### src/rtl/vco_freq_lock.sv
// rtl/vco_freq_lock.sv - successive-approximation VCO frequency-lock controller
//
// Binary-searches the VCO control word so that the number of VCO ticks counted
// over a fixed reference window is the largest count not above the programmed target.
//
// Ports:
//   clk_i          reference clock
//   arst_ni        asynchronous active-low reset
//   start_i        start a lock sequence (accepted in IDLE only)
//   abort_i        abandon a running sequence
//   target_count_i expected ticks per window, latched at start
//   vco_tick_i     one-cycle pulse per (prescaled) VCO period, synchronous to clk_i
//   voltage_ctrl_o VCO control word
//   busy_o         sequence in progress
//   done_o         one-cycle pulse at sequence completion
//   locked_o       final count within TOLERANCE of target
//   meas_count_o   tick count of the most recent completed window
module vco_freq_lock #(
  parameter int RESOLUTION_BITS = 30,
  parameter int CNT_W           = 16,
  parameter int WINDOW_CYCLES   = 1000,
  parameter int SETTLE_CYCLES   = 16,
  parameter int TOLERANCE       = 1
) (
  input  logic                       clk_i,
  input  logic                       arst_ni,
  input  logic                       start_i,
  input  logic                       abort_i,
  input  logic [CNT_W-1:0]           target_count_i,
  input  logic                       vco_tick_i,
  output logic [RESOLUTION_BITS-1:0] voltage_ctrl_o,
  output logic                       busy_o,
  output logic                       done_o,
  output logic                       locked_o,
  output logic [CNT_W-1:0]           meas_count_o
);

  localparam int PH_MAX = (WINDOW_CYCLES > SETTLE_CYCLES) ? WINDOW_CYCLES : SETTLE_CYCLES;
  localparam int PH_W   = $clog2(PH_MAX + 1);
  localparam int K_W    = (RESOLUTION_BITS > 1) ? $clog2(RESOLUTION_BITS) : 1;

  localparam logic [PH_W-1:0]            SETTLE_LAST = PH_W'(SETTLE_CYCLES - 1);
  localparam logic [PH_W-1:0]            WINDOW_LAST = PH_W'(WINDOW_CYCLES - 1);
  localparam logic [K_W-1:0]             K_TOP       = K_W'(RESOLUTION_BITS - 1);
  localparam logic [CNT_W-1:0]           CNT_MAX     = '1;
  localparam logic [CNT_W:0]             TOL         = (CNT_W + 1)'(TOLERANCE);
  localparam logic [RESOLUTION_BITS-1:0] CODE_ONE    = RESOLUTION_BITS'(1);

  typedef enum logic [2:0] {
    S_IDLE,
    S_SETTLE,
    S_MEASURE,
    S_DECIDE,
    S_DONE
  } state_t;

  state_t                     state_q, state_d;
  logic [PH_W-1:0]            phase_q;
  logic [CNT_W-1:0]           count_q;
  logic [CNT_W-1:0]           target_q;
  logic [K_W-1:0]             k_q;
  logic                       final_q;
  logic [CNT_W:0]             diff;
  logic [RESOLUTION_BITS-1:0] trial_code;
  logic                       aborting;

  assign aborting = (state_q != S_IDLE) && abort_i;

  // Absolute distance between the last count and the target, one bit wider
  // so the tolerance compare never overflows.
  always_comb begin
    diff = '0;
    if (count_q >= target_q) diff = {1'b0, count_q - target_q};
    else                     diff = {1'b0, target_q - count_q};
  end

  // Next code for a non-final decision: drop the bit under test if the VCO ran
  // too fast, then arm the next lower bit (if any) as the new trial.
  always_comb begin
    trial_code = voltage_ctrl_o;
    if (count_q > target_q) trial_code[k_q] = 1'b0;
    if (k_q != '0)          trial_code[k_q - 1'b1] = 1'b1;
  end

  always_ff @(posedge clk_i or negedge arst_ni) begin
    if (!arst_ni) state_q <= S_IDLE;
    else          state_q <= state_d;
  end

  always_comb begin
    state_d = state_q;
    busy_o  = (state_q != S_IDLE);
    done_o  = (state_q == S_DONE) && !abort_i;
    case (state_q)
      S_IDLE:    if (start_i) state_d = S_SETTLE;
      S_SETTLE:  if (phase_q == SETTLE_LAST) state_d = S_MEASURE;
      S_MEASURE: if (phase_q == WINDOW_LAST) state_d = S_DECIDE;
      S_DECIDE:  state_d = final_q ? S_DONE : S_SETTLE;
      S_DONE:    state_d = S_IDLE;
      default:   state_d = S_IDLE;
    endcase
    if (aborting) state_d = S_IDLE;
  end

  always_ff @(posedge clk_i or negedge arst_ni) begin
    if (!arst_ni) begin
      phase_q        <= '0;
      count_q        <= '0;
      target_q       <= '0;
      k_q            <= '0;
      final_q        <= 1'b0;
      voltage_ctrl_o <= '0;
      locked_o       <= 1'b0;
      meas_count_o   <= '0;
    end else begin
      // Phase counter restarts on every state change so each SETTLE and
      // MEASURE visit lasts exactly its programmed length.
      if (state_d != state_q)
        phase_q <= '0;
      else if (state_q == S_SETTLE || state_q == S_MEASURE)
        phase_q <= phase_q + 1'b1;

      if (state_q == S_SETTLE)
        count_q <= '0;
      else if (state_q == S_MEASURE && vco_tick_i && count_q != CNT_MAX)
        count_q <= count_q + 1'b1;

      if (state_q == S_IDLE && start_i) begin
        target_q       <= target_count_i;
        k_q            <= K_TOP;
        voltage_ctrl_o <= CODE_ONE << K_TOP;
        locked_o       <= 1'b0;
        final_q        <= 1'b0;
      end else if (aborting) begin
        locked_o <= 1'b0;
      end else if (state_q == S_DECIDE) begin
        meas_count_o <= count_q;
        if (!final_q) begin
          voltage_ctrl_o <= trial_code;
          if (k_q != '0) k_q <= k_q - 1'b1;
          else           final_q <= 1'b1;  // one more pass to measure the final code
        end else begin
          locked_o <= (diff <= TOL);
        end
      end
    end
  end

endmodule
### config.mk
export PLATFORM = sky130hd
export DESIGN_NAME = vco_freq_lock
export DESIGN_NICKNAME = d
export VERILOG_FILES = /design/src/rtl/vco_freq_lock.sv
export SDC_FILE = /design/constraint.sdc
export NUM_CORES = 1
export LEC_CHECK = 0
export ABC_CLOCK_PERIOD_IN_PS = 6130
export CAP_MARGIN = 20
export CORE_MARGIN = 3
export CORE_UTILIZATION = 45
export CTS_CLUSTER_SIZE = 10
export DETAILED_ROUTE_END_ITERATION = 10
export PLACE_DENSITY = 0.7
export REMOVE_ABC_BUFFERS = 1
export SLEW_MARGIN = 25
export SYNTH_ARGS = -nofsm -noshare
export SYNTH_HDL_FRONTEND = slang
export SYNTH_SLANG_ARGS = --single-unit
### constraint.sdc
create_clock -name clk_i -period 6.13 [get_ports clk_i]
set_clock_uncertainty 0.1 [all_clocks]
set_input_delay 0.613 -clock clk_i [delete_from_list [all_inputs] [get_ports clk_i]]
set_output_delay 0.613 -clock clk_i [all_outputs]
set_load 0.03 [all_outputs]
==> metrics <==
ANT cells=0; HPWL after DPL=roughly 12,000 µm; gr ovfl total=0; vias=between 5,000 and 6,000; Final Hold Vio Count=0; most frequent cells in the layout=98 x dfrtp_1, 68 x clkdlybuf4s50_1, 55 x nand2_1; Syn Inst Count=approximately 700; Syn Std Cell Area=roughly 6300 µm²; share of layout cells above drive strength 1=under 10%; CTS tree=done; initial antenna violation count=0; highest-delay cell along the critical path=or4_1; gr usage total=roughly a quarter; number of library cell types mapped by synthesis=between 60 and 70; wire length of the first global-routing pass=~28,000 µm; Initial Util=between 40% and 50%; synthesized area per cell=8.96 µm²; Min Clock Period, post-route=3.61 ns; final setup fails=0; max_cap viols=0; total core area=between 10,000 and 15,000 µm²; ys async rst share=between 90% and 100%; Die Area=roughly 15,000 µm²; crit path DAT=~3.8 ns; crit share post-route=about three fifths; leakage power=3.10 nW; reg2reg end=locked_o; H-tree Lvls=3; crit path launch type=flop; clock slew at reported path FFs=around 0.070 ns; status=completed; largest net degree at the start of global routing=64; synth-to-layout area growth=17.7%; post-route cell area=approximately 7400 µm²; First DRT Iteration DRCs=around 330; Post-DRT Antenna Nets=0; RSZ-0062 raised after global routing=false; RD Place Congestion=a little under 0.9; Post-synth EDFFs=0; first-pass iteration count of the detailed router=5; Worst Setup End Kind=flop; PD cells=between 300 and 400 nW/µm²; Critical Path, Cell by Cell=inv_1 -> ha_1 -> a21oi_1 -> nand2b_1 -> a31oi_1 -> or4_1 -> and4b_1 -> or4_1 -> o221a_1 -> o41ai_2; reg2reg path depth=10; Die Ht=roughly 120 µm; synth warn=0; Wirelength per Cell=18.5 µm; maximum vdd drop=roughly 0.18 mV; DRC errors left=0; CTS buffer count=9; synthesized flop and latch total=98; critical path type=reg -> reg; dpl cell area=about 7000 µm²; Post-CTS Resized=0; Hold-fix buffers, CTS=0; vias in the first global route=5,567; Post-CTS Setup Bufs=0; worst-margin pin slew=between 0.9 and 1 ns; die width=roughly 120 µm; flop-to-flop setup slack=2.52 ns; final WL=around 17,000 µm; count of input and output buffers=69; Critical Path Most Common Cell=or4_1; Avg Vias per Cell=around 6; Final #Nets=between 800 and 900; CP required=between 6 and 7 ns; CTS Buffer Depth=2; Post-Route Setup TNS=0 ns; worst-path fanout max=14; Slew Viols, Final=0; clk sinks=a little under 100; IO Count=70; Max Fclk=between 0.2 and 0.3 GHz; register area share after synthesis=between 30 and 40%; Slew headroom=a little over a third; commonest non-fill, non-tap cell in the layout=dfrtp_1; Tightest Hold Check Type=in -> async; clock root buffer master=clkbuf_16; Cell Rows=42; Reg2Reg Launch Point=count_q[3]; clk_lat worst skew=around 0.36 ns; CP max stage delay=0.52 ns; top_reg_cell synth=dfrtp_1
## layout make-up
cell class,instances,area [µm²]
fill,1244,6060
multi-input combinational,521,3510
sequential,98,2450
timing repair buffer,75,733
clock buffer,9,225
tap,176,220
inverter,43,161
clock inverter,6,90.1
## routing by layer
metal	part of all wire [%]	GRT usage [%]
met5	0	0
met4	1.9	8.56
met3	4.8	3.18
met2	47	37.0
met1	47	32.8
## flip-flops by register name (all words and copies together), names as in the netlist
signal and flops:
count_q 16, final_q 1, k_q 5, locked_o 1, meas_count_o 16, phase_q 10, state_q 3, target_q 16
voltage_ctrl_o 30
## worst max-delay path: cells and delay by family (launching register included)
kind	cells	cell delay, ns
DFF	1	0.40
AOI/OAI and AO/OA	4	1.05
and+or+nand+nor	4	1.38
buffers and inverters	1	0.10
adders and majority gates	1	0.49
## through the flow
step                total power (W)  std cells  worst slack [ns]  hold WS [ns]  utilization, %
floorplan                   0.00183        662              2.90         0.217               -
global placement            0.00222        913              2.67         0.393            52.6
detailed placement          0.00224        913              2.60         0.398            52.6
CTS                         0.00287        928              2.57         0.119            55.0
global route                0.00308        928              2.28         0.148            55.0
finish                      0.00287        928              2.52         0.105            55.0
## worst max path at each step
stage                     startpoint  endpoint  slack [ns]  depth (start not counted)
final                     count_q[3]  locked_o        2.52                         10
after global routing      count_q[5]  locked_o        2.28                         10
after CTS                 count_q[3]  locked_o        2.57                         10
after detailed placement  count_q[3]  locked_o        2.60                         10
after global placement    count_q[3]  locked_o        2.67                         10
after floorplan           count_q[8]  locked_o        2.90                          9
## report_power, final
group	switching (W)	internal (W)	total (W)
registers	0.0000931	0.000742	0.000835
logic	0.000892	0.000520	0.00141
clock network	0.000266	0.000357	0.000623
## kinds of logic after synthesis
family,Yosys count,share of synthesized area [%]
flip-flops,98,39.0
multiplexers,20,3.53
AND/OR/NAND/NOR,245,19.4
XOR/XNOR,36,5.02
buffers and inverters,82,5.16
adder cells (fa/ha/maj),39,8.01
AO/OA/AOI/OAI,181,19.9
## cell usage after synthesis, types with 6 or more instances
cell type,n,area [µm²]
nor4_1,10,62.6
a32o_1,23,230
clkbuf_1,29,109
nand3_1,40,200
mux2_2,17,191
and2_1,8,50.1
inv_1,43,161
a31oi_1,10,62.6
nor2_1,49,184
nand2_1,55,206
xor2_1,13,114
nand4_1,13,81.3
a21oi_1,39,195
xnor2_1,23,201
dfrtp_1,98,2450
nor3_1,30,150
buf_2,7,35.0
a211oi_1,6,45.0
o21ai_0,46,230
nand2b_1,7,43.8
ha_1,37,463
nor2b_1,7,43.8
a21o_1,9,67.6
(Power assumes the default switching activity.)
